--- config.mk ---
export PLATFORM = sky130hd
export DESIGN_NAME = result_streamer
export DESIGN_NICKNAME = d
export VERILOG_FILES = /design/src/rtl/result_streamer.sv
export SDC_FILE = /design/constraint.sdc
export NUM_CORES = 1
export LEC_CHECK = 0
export ABC_CLOCK_PERIOD_IN_PS = 12300
export CAP_MARGIN = 25
export CELL_PAD_IN_SITES_DETAIL_PLACEMENT = 1
export CELL_PAD_IN_SITES_GLOBAL_PLACEMENT = 1
export CORE_MARGIN = 5
export CORE_UTILIZATION = 42
export DETAILED_ROUTE_END_ITERATION = 8
export PLACE_DENSITY_LB_ADDON = 0.05
export SETUP_SLACK_MARGIN = 0.4
export SLEW_MARGIN = 20
export SYNTH_ARGS = -nofsm -noshare
export SYNTH_HDL_FRONTEND = slang
export SYNTH_SLANG_ARGS = --single-unit
export TNS_END_PERCENT = 30
--- constraint.sdc ---
create_clock -name clk -period 12.3 [get_ports clk]
set_input_delay 1.23 -clock clk [delete_from_list [all_inputs] [get_ports clk]]
set_output_delay 1.23 -clock clk [all_outputs]
set_load 0.1 [all_outputs]
--- src/rtl/result_streamer.sv ---
// -----------------------------------------------------------------------------
// result_streamer
//
// Drains the packed 3x3 product matrix of the matrix-multiplication block and
// streams it out as bytes over a valid/ready handshake. One frame is captured
// per rising edge of mult_done. Element 0 goes out first, low byte of each
// element first.
//
// Optional feature: define RESULT_CHECKSUM_EN to append one extra byte per
// frame. That byte is the XOR of all data bytes in the frame.
//
// Parameters:
//   N_ELEM     number of result elements per frame (default 9)
//   ELEM_W     element width in bits, multiple of 8 (default 16)
//
// Ports:
//   clk        system clock, rising edge
//   rst        asynchronous active-high reset
//   mult_done  multiplier done level; a 0->1 edge starts a frame
//   result     packed result, element e at [e*ELEM_W +: ELEM_W]
//   out_data   stream byte
//   out_valid  out_data holds a valid byte
//   out_ready  sink accepts the byte this cycle
//   busy       frame captured and not yet fully sent
//   frame_done one-cycle pulse after the last byte is accepted
//   overrun    sticky; a done edge arrived while busy (cleared by rst only)
// -----------------------------------------------------------------------------
module result_streamer #(
  parameter int N_ELEM = 9,
  parameter int ELEM_W = 16
) (
  input  logic                     clk,
  input  logic                     rst,
  input  logic                     mult_done,
  input  logic [N_ELEM*ELEM_W-1:0] result,
  output logic [7:0]               out_data,
  output logic                     out_valid,
  input  logic                     out_ready,
  output logic                     busy,
  output logic                     frame_done,
  output logic                     overrun
);

  localparam int RES_W   = N_ELEM * ELEM_W;
  localparam int N_BYTES = RES_W / 8;
  // Index must be able to hold N_BYTES (one past the last byte).
  localparam int IDX_W   = $clog2(N_BYTES + 2);
  localparam logic [IDX_W-1:0] LAST_IDX = IDX_W'(N_BYTES - 1);

`ifdef RESULT_CHECKSUM_EN
  typedef enum logic [1:0] {
    IDLE = 2'd0,
    SEND = 2'd1,
    CSUM = 2'd2,
    DONE = 2'd3
  } state_t;
`else
  typedef enum logic [1:0] {
    IDLE = 2'd0,
    SEND = 2'd1,
    DONE = 2'd3
  } state_t;
`endif

  state_t             state_r;
  state_t             state_nxt_s;
  logic               done_q_r;
  logic               start_s;
  logic               xfer_s;
  logic [RES_W-1:0]   shadow_r;
  logic [RES_W-1:0]   shadow_nxt_s;
  logic [IDX_W-1:0]   idx_r;
  logic [IDX_W-1:0]   idx_nxt_s;
  logic               overrun_r;
  logic               overrun_nxt_s;
  logic [7:0]         out_data_r;
  logic [7:0]         out_data_nxt_s;
  logic               out_valid_r;
  logic               out_valid_nxt_s;
  logic               busy_r;
  logic               busy_nxt_s;
  logic               frame_done_r;
  logic               frame_done_nxt_s;
`ifdef RESULT_CHECKSUM_EN
  logic [7:0]         csum_r;
  logic [7:0]         csum_nxt_s;
`endif

  // Select byte k of the shadow vector; indices outside the frame read as 0.
  function automatic logic [7:0] byte_sel(input logic [RES_W-1:0] vec,
                                          input logic [IDX_W-1:0] k);
    logic [7:0] b;
    b = 8'h00;
    for (int i = 0; i < N_BYTES; i++) begin
      if (k == IDX_W'(i)) begin
        b = vec[8*i +: 8];
      end else begin
        b = b;
      end
    end
    return b;
  endfunction

`ifdef RESULT_CHECKSUM_EN
  // Fold one byte into the running XOR checksum.
  function automatic logic [7:0] csum_update(input logic [7:0] acc,
                                             input logic [7:0] b);
    return acc ^ b;
  endfunction
`endif

  assign start_s = mult_done & ~done_q_r;
  // out_valid is registered, so the transfer never loops back through out_ready.
  assign xfer_s  = out_valid_r & out_ready;

  // Next-state, index, capture and checksum logic.
  always_comb begin
    state_nxt_s   = state_r;
    idx_nxt_s     = idx_r;
    shadow_nxt_s  = shadow_r;
    overrun_nxt_s = overrun_r;
`ifdef RESULT_CHECKSUM_EN
    csum_nxt_s    = csum_r;
`endif

    // A new done edge while a frame is still in flight is dropped and flagged.
    if (start_s && (state_r != IDLE)) begin
      overrun_nxt_s = 1'b1;
    end else begin
      overrun_nxt_s = overrun_r;
    end

    case (state_r)
      IDLE: begin
        if (start_s) begin
          state_nxt_s  = SEND;
          idx_nxt_s    = '0;
          shadow_nxt_s = result;
`ifdef RESULT_CHECKSUM_EN
          csum_nxt_s   = 8'h00;
`endif
        end else begin
          state_nxt_s  = IDLE;
        end
      end
      SEND: begin
        if (xfer_s) begin
          idx_nxt_s = idx_r + IDX_W'(1);
`ifdef RESULT_CHECKSUM_EN
          // out_data_r is the byte being accepted right now.
          csum_nxt_s = csum_update(csum_r, out_data_r);
          if (idx_r == LAST_IDX) begin
            state_nxt_s = CSUM;
          end else begin
            state_nxt_s = SEND;
          end
`else
          if (idx_r == LAST_IDX) begin
            state_nxt_s = DONE;
          end else begin
            state_nxt_s = SEND;
          end
`endif
        end else begin
          state_nxt_s = SEND;
        end
      end
`ifdef RESULT_CHECKSUM_EN
      CSUM: begin
        if (xfer_s) begin
          state_nxt_s = DONE;
        end else begin
          state_nxt_s = CSUM;
        end
      end
`endif
      DONE: begin
        state_nxt_s = IDLE;
      end
      default: begin
        state_nxt_s = IDLE;
      end
    endcase
  end

  // Output values for the next cycle, decoded from the next state so that
  // every output leaves the block straight from a flop.
  always_comb begin
    out_valid_nxt_s  = 1'b0;
    out_data_nxt_s   = 8'h00;
    busy_nxt_s       = (state_nxt_s != IDLE);
    frame_done_nxt_s = (state_nxt_s == DONE);
    case (state_nxt_s)
      SEND: begin
        out_valid_nxt_s = 1'b1;
        out_data_nxt_s  = byte_sel(shadow_nxt_s, idx_nxt_s);
      end
`ifdef RESULT_CHECKSUM_EN
      CSUM: begin
        out_valid_nxt_s = 1'b1;
        out_data_nxt_s  = csum_nxt_s;
      end
`endif
      default: begin
        out_valid_nxt_s = 1'b0;
        out_data_nxt_s  = 8'h00;
      end
    endcase
  end

  // State, datapath and output registers.
  always_ff @(posedge clk or posedge rst) begin
    if (rst) begin
      state_r      <= IDLE;
      done_q_r     <= 1'b0;
      idx_r        <= '0;
      shadow_r     <= '0;
      overrun_r    <= 1'b0;
      out_data_r   <= 8'h00;
      out_valid_r  <= 1'b0;
      busy_r       <= 1'b0;
      frame_done_r <= 1'b0;
`ifdef RESULT_CHECKSUM_EN
      csum_r       <= 8'h00;
`endif
    end else begin
      state_r      <= state_nxt_s;
      done_q_r     <= mult_done;
      idx_r        <= idx_nxt_s;
      shadow_r     <= shadow_nxt_s;
      overrun_r    <= overrun_nxt_s;
      out_data_r   <= out_data_nxt_s;
      out_valid_r  <= out_valid_nxt_s;
      busy_r       <= busy_nxt_s;
      frame_done_r <= frame_done_nxt_s;
`ifdef RESULT_CHECKSUM_EN
      csum_r       <= csum_nxt_s;
`endif
    end
  end

  assign out_data   = out_data_r;
  assign out_valid  = out_valid_r;
  assign busy       = busy_r;
  assign frame_done = frame_done_r;
  assign overrun    = overrun_r;

endmodule

==> results.txt <==
antenna viol nets, final: 0
setup violators final: 0
placed wire-length estimate: 20.3 mm
Starting Density: 0.424
Hold WS: 466 ps
Mapped Cells: 901
drt drc: 0
Avg WL per Cell: 21.9 µm
max_cap viols: 0
H-tree depth: 4
ratio of cells with drive above 1 in the final layout: 0.0765
status: finished, final reports clean
CTS root buf: clkbuf_16
initial antenna violation count: 0
Synth cell types: 72
max-slew violations: 0
#FFs+latches synth: 164
Setup CP Type: in2reg
Skew-Pair Late Insertion Delay: 430 ps
worst min path class: reg2reg
Die Wd: 147 µm
Layout Skew: 9.03 ps
Syn. warnings: 0
hold_buf cts: 0
via-per-instance ratio: 5.64
CTS tree: yes
Area Growth Syn to Fin: 28.9%
Synth Area in Simple Gates: 0.267
number of global-route vias before repair: 7459
post-synthesis sequential area ratio: 0.519
Data required, critical path: 12670 ps
Inserted Clock Buffers: 17
1st-iter DRT viols: 638
I/O Buffers: 159
Static Leak: 4.71 nW
syn avg cell area: 8.78 µm²
Post-synth EDFFs: 0
Area after DPL: 0.00962 mm²
crit-path max FO: 80
Worst-path clk slew: 70 ps
worst path arrival time: 5190 ps
via count: 7213
Cell Pwr Density: 265 mW/mm²
slew margin rel.: 0.319
Final Cell Area: 0.0102 mm²
Die H: 147 µm
Post-Synth Adder-Cell Area: 0.00316
startpoint class of the critical path: input port
io pins: 160
Synth Net Count: 1051
DR pass1 iterations: 5
Die ar.: 0.0217 mm²
Cell Rows: 50
Async S/R FF share, synth: 1.00
Core ar.: 0.0186 mm²
Total GRT Usage: 0.261
largest net degree at the start of global routing: 81
Clock Path Buffers: 2
Worst-Margin Slew: 1010 ps
Post-Synth XOR/XNOR Area: 0.00111
post-place setup slack: 7080 ps
setup_tns: 0 ps
Synth Area in Compound Gates: 0.113
predominant post-synthesis flop cell: dfrtp_1
Post-CTS Setup Inserts: 0
post-cts resize count: 0
fmax: 207 MHz
Overflow after GRT: 0
Clock Sink Count: 164
RSZ-0062 raised after global routing: no
fin crit share: 0.392
Setup WS post-layout: 7480 ps
final net count: 1184
worst vdd ir: 119 µV
first-pass GRT wire length: 43.9 mm
global placer's final weighted congestion: 0.927
antenna diode count: 0
Tot Pwr: 2.70 mW
Synth Cell Area: 0.00791 mm²
mux share of post-synthesis cell area: 0.0525
largest family of logic cells by synthesized area: simple AND/OR/NAND/NOR gates
Post-Route WL: 28.0 mm
endpoint class of the critical path: flip-flop
Fin. Hold Viols: 0
Tmin final: 4820 ps
==> area by class of cell <==
| class | count | area (µm²) |
|---|---|---|
| fillers | 2149 | 8450 |
| flip-flops and latches | 164 | 4100 |
| multi-input cells | 663 | 3470 |
| repair buffers | 171 | 1680 |
| clock buffers | 17 | 425 |
| well taps | 234 | 293 |
| clock inverters | 14 | 151 |
| inverters | 17 | 71.3 |
==> logic make-up after synthesis <==
kind of cell               Yosys count
AOI/OAI and AO/OA                  127
xor gates and xnor gates             1
adders and majority gates            2
buffers and inverters               74
DFF                                164
muxes                               39
and+or+nand+nor                    494
==> power by group <==
group | switching [mW] | internal, mW | leakage (nW)
combinational | 0.890 | 0.396 | 2.39
sequential | 0.0995 | 0.784 | 2.05
clock | 0.233 | 0.300 | 0.269
total | 1.22 | 1.48 | 4.71
==> stage by stage <==
step,utilization,std cells
detailed placement,0.516,1249
finish,0.547,1280
floorplan,-,901
global placement,0.516,1248
global route,0.547,1280
CTS,0.547,1280
==> final timing paths <==
check	start	cells past startpoint	slack, ps	endpoint
worst max-delay path	mult_done	11	7480	out_data[7]$_DFF_PP0_
worst min-delay path	overrun$_DFFE_PP0P_	1	470	overrun$_DFFE_PP0P_
worst max register to register	state_r[0]$_DFF_PP0_	10	8190	out_data[7]$_DFF_PP0_
worst min register to register	overrun$_DFFE_PP0P_	1	470	overrun$_DFFE_PP0P_
max in group asynchronous	rst	3	9860	shadow_r[44]$_DFF_PP0_
min in group asynchronous	rst	2	1260	shadow_r[17]$_DFF_PP0_
==> registers in the layout (all words and copies together), names as in the netlist <==
signal	count
shadow_r	144
frame_done	1
state_r	2
busy	1
out_data	8
done_q_r	1
idx_r	5
out_valid	1
overrun	1
==> critical path, cell delays in order <==
cell and delay, ps:
clkdlybuf4s50_1 490, nor4b_4 200, buf_4 700, a21o_1 140
a31o_2 510, inv_2 390, nor2_1 610, a32oi_1 200
nor4b_1 180, o2111ai_1 300, a31o_1 190
==> placed cells by master (no fill, tap or decap), drive strengths merged, types with 3 or more instances in the layout <==
| cell | instances |
|---|---|
| o31ai | 4 |
| nor4b | 7 |
| a32oi | 11 |
| nand4 | 10 |
| a221o | 3 |
| mux2 | 20 |
| mux2i | 19 |
| clkdlybuf4s50 | 159 |
| a211oi | 3 |
| nand2 | 378 |
| a21oi | 23 |
| a221oi | 4 |
| clkbuf | 17 |
| a22o | 5 |
| dfrtp | 164 |
| a31oi | 5 |
| a22oi | 5 |
| o21bai | 3 |
| nor4 | 11 |
| nand3b | 3 |
| nor3 | 12 |
| nor2 | 28 |
| or2 | 3 |
| or4 | 3 |
| clkinv | 3 |
| nand3 | 25 |
| or3 | 3 |
| o211ai | 6 |
| o21ai | 26 |
| buf | 12 |
| clkinvlp | 5 |
| inv | 21 |
| and3 | 3 |
| a2111oi | 3 |
==> synth_stat cells, types with 12 or more instances <==
| cell | count | share of area |
|---|---|---|
| inv_1 | 13 | 0.0062 |
| o21ai_0 | 23 | 0.015 |
| nand2_1 | 377 | 0.18 |
| clkbuf_1 | 19 | 0.0090 |
| mux2i_1 | 19 | 0.024 |
| nor2_1 | 26 | 0.012 |
| nand3_1 | 25 | 0.016 |
| dfrtp_1 | 164 | 0.52 |
| a21oi_1 | 23 | 0.015 |
| mux2_2 | 20 | 0.028 |
| buf_2 | 23 | 0.015 |
| nor3_1 | 12 | 0.0076 |
==> metal layers <==
metal	track usage	part of all wire	vias to the layer above
li1	-	-	3336
met4	0.0736	0.023	0
met5	0	0	-
met1	0.381	0.46	3554
met3	0.0478	0.062	51
met2	0.399	0.45	272
Power figures use the tool's default switching activity.
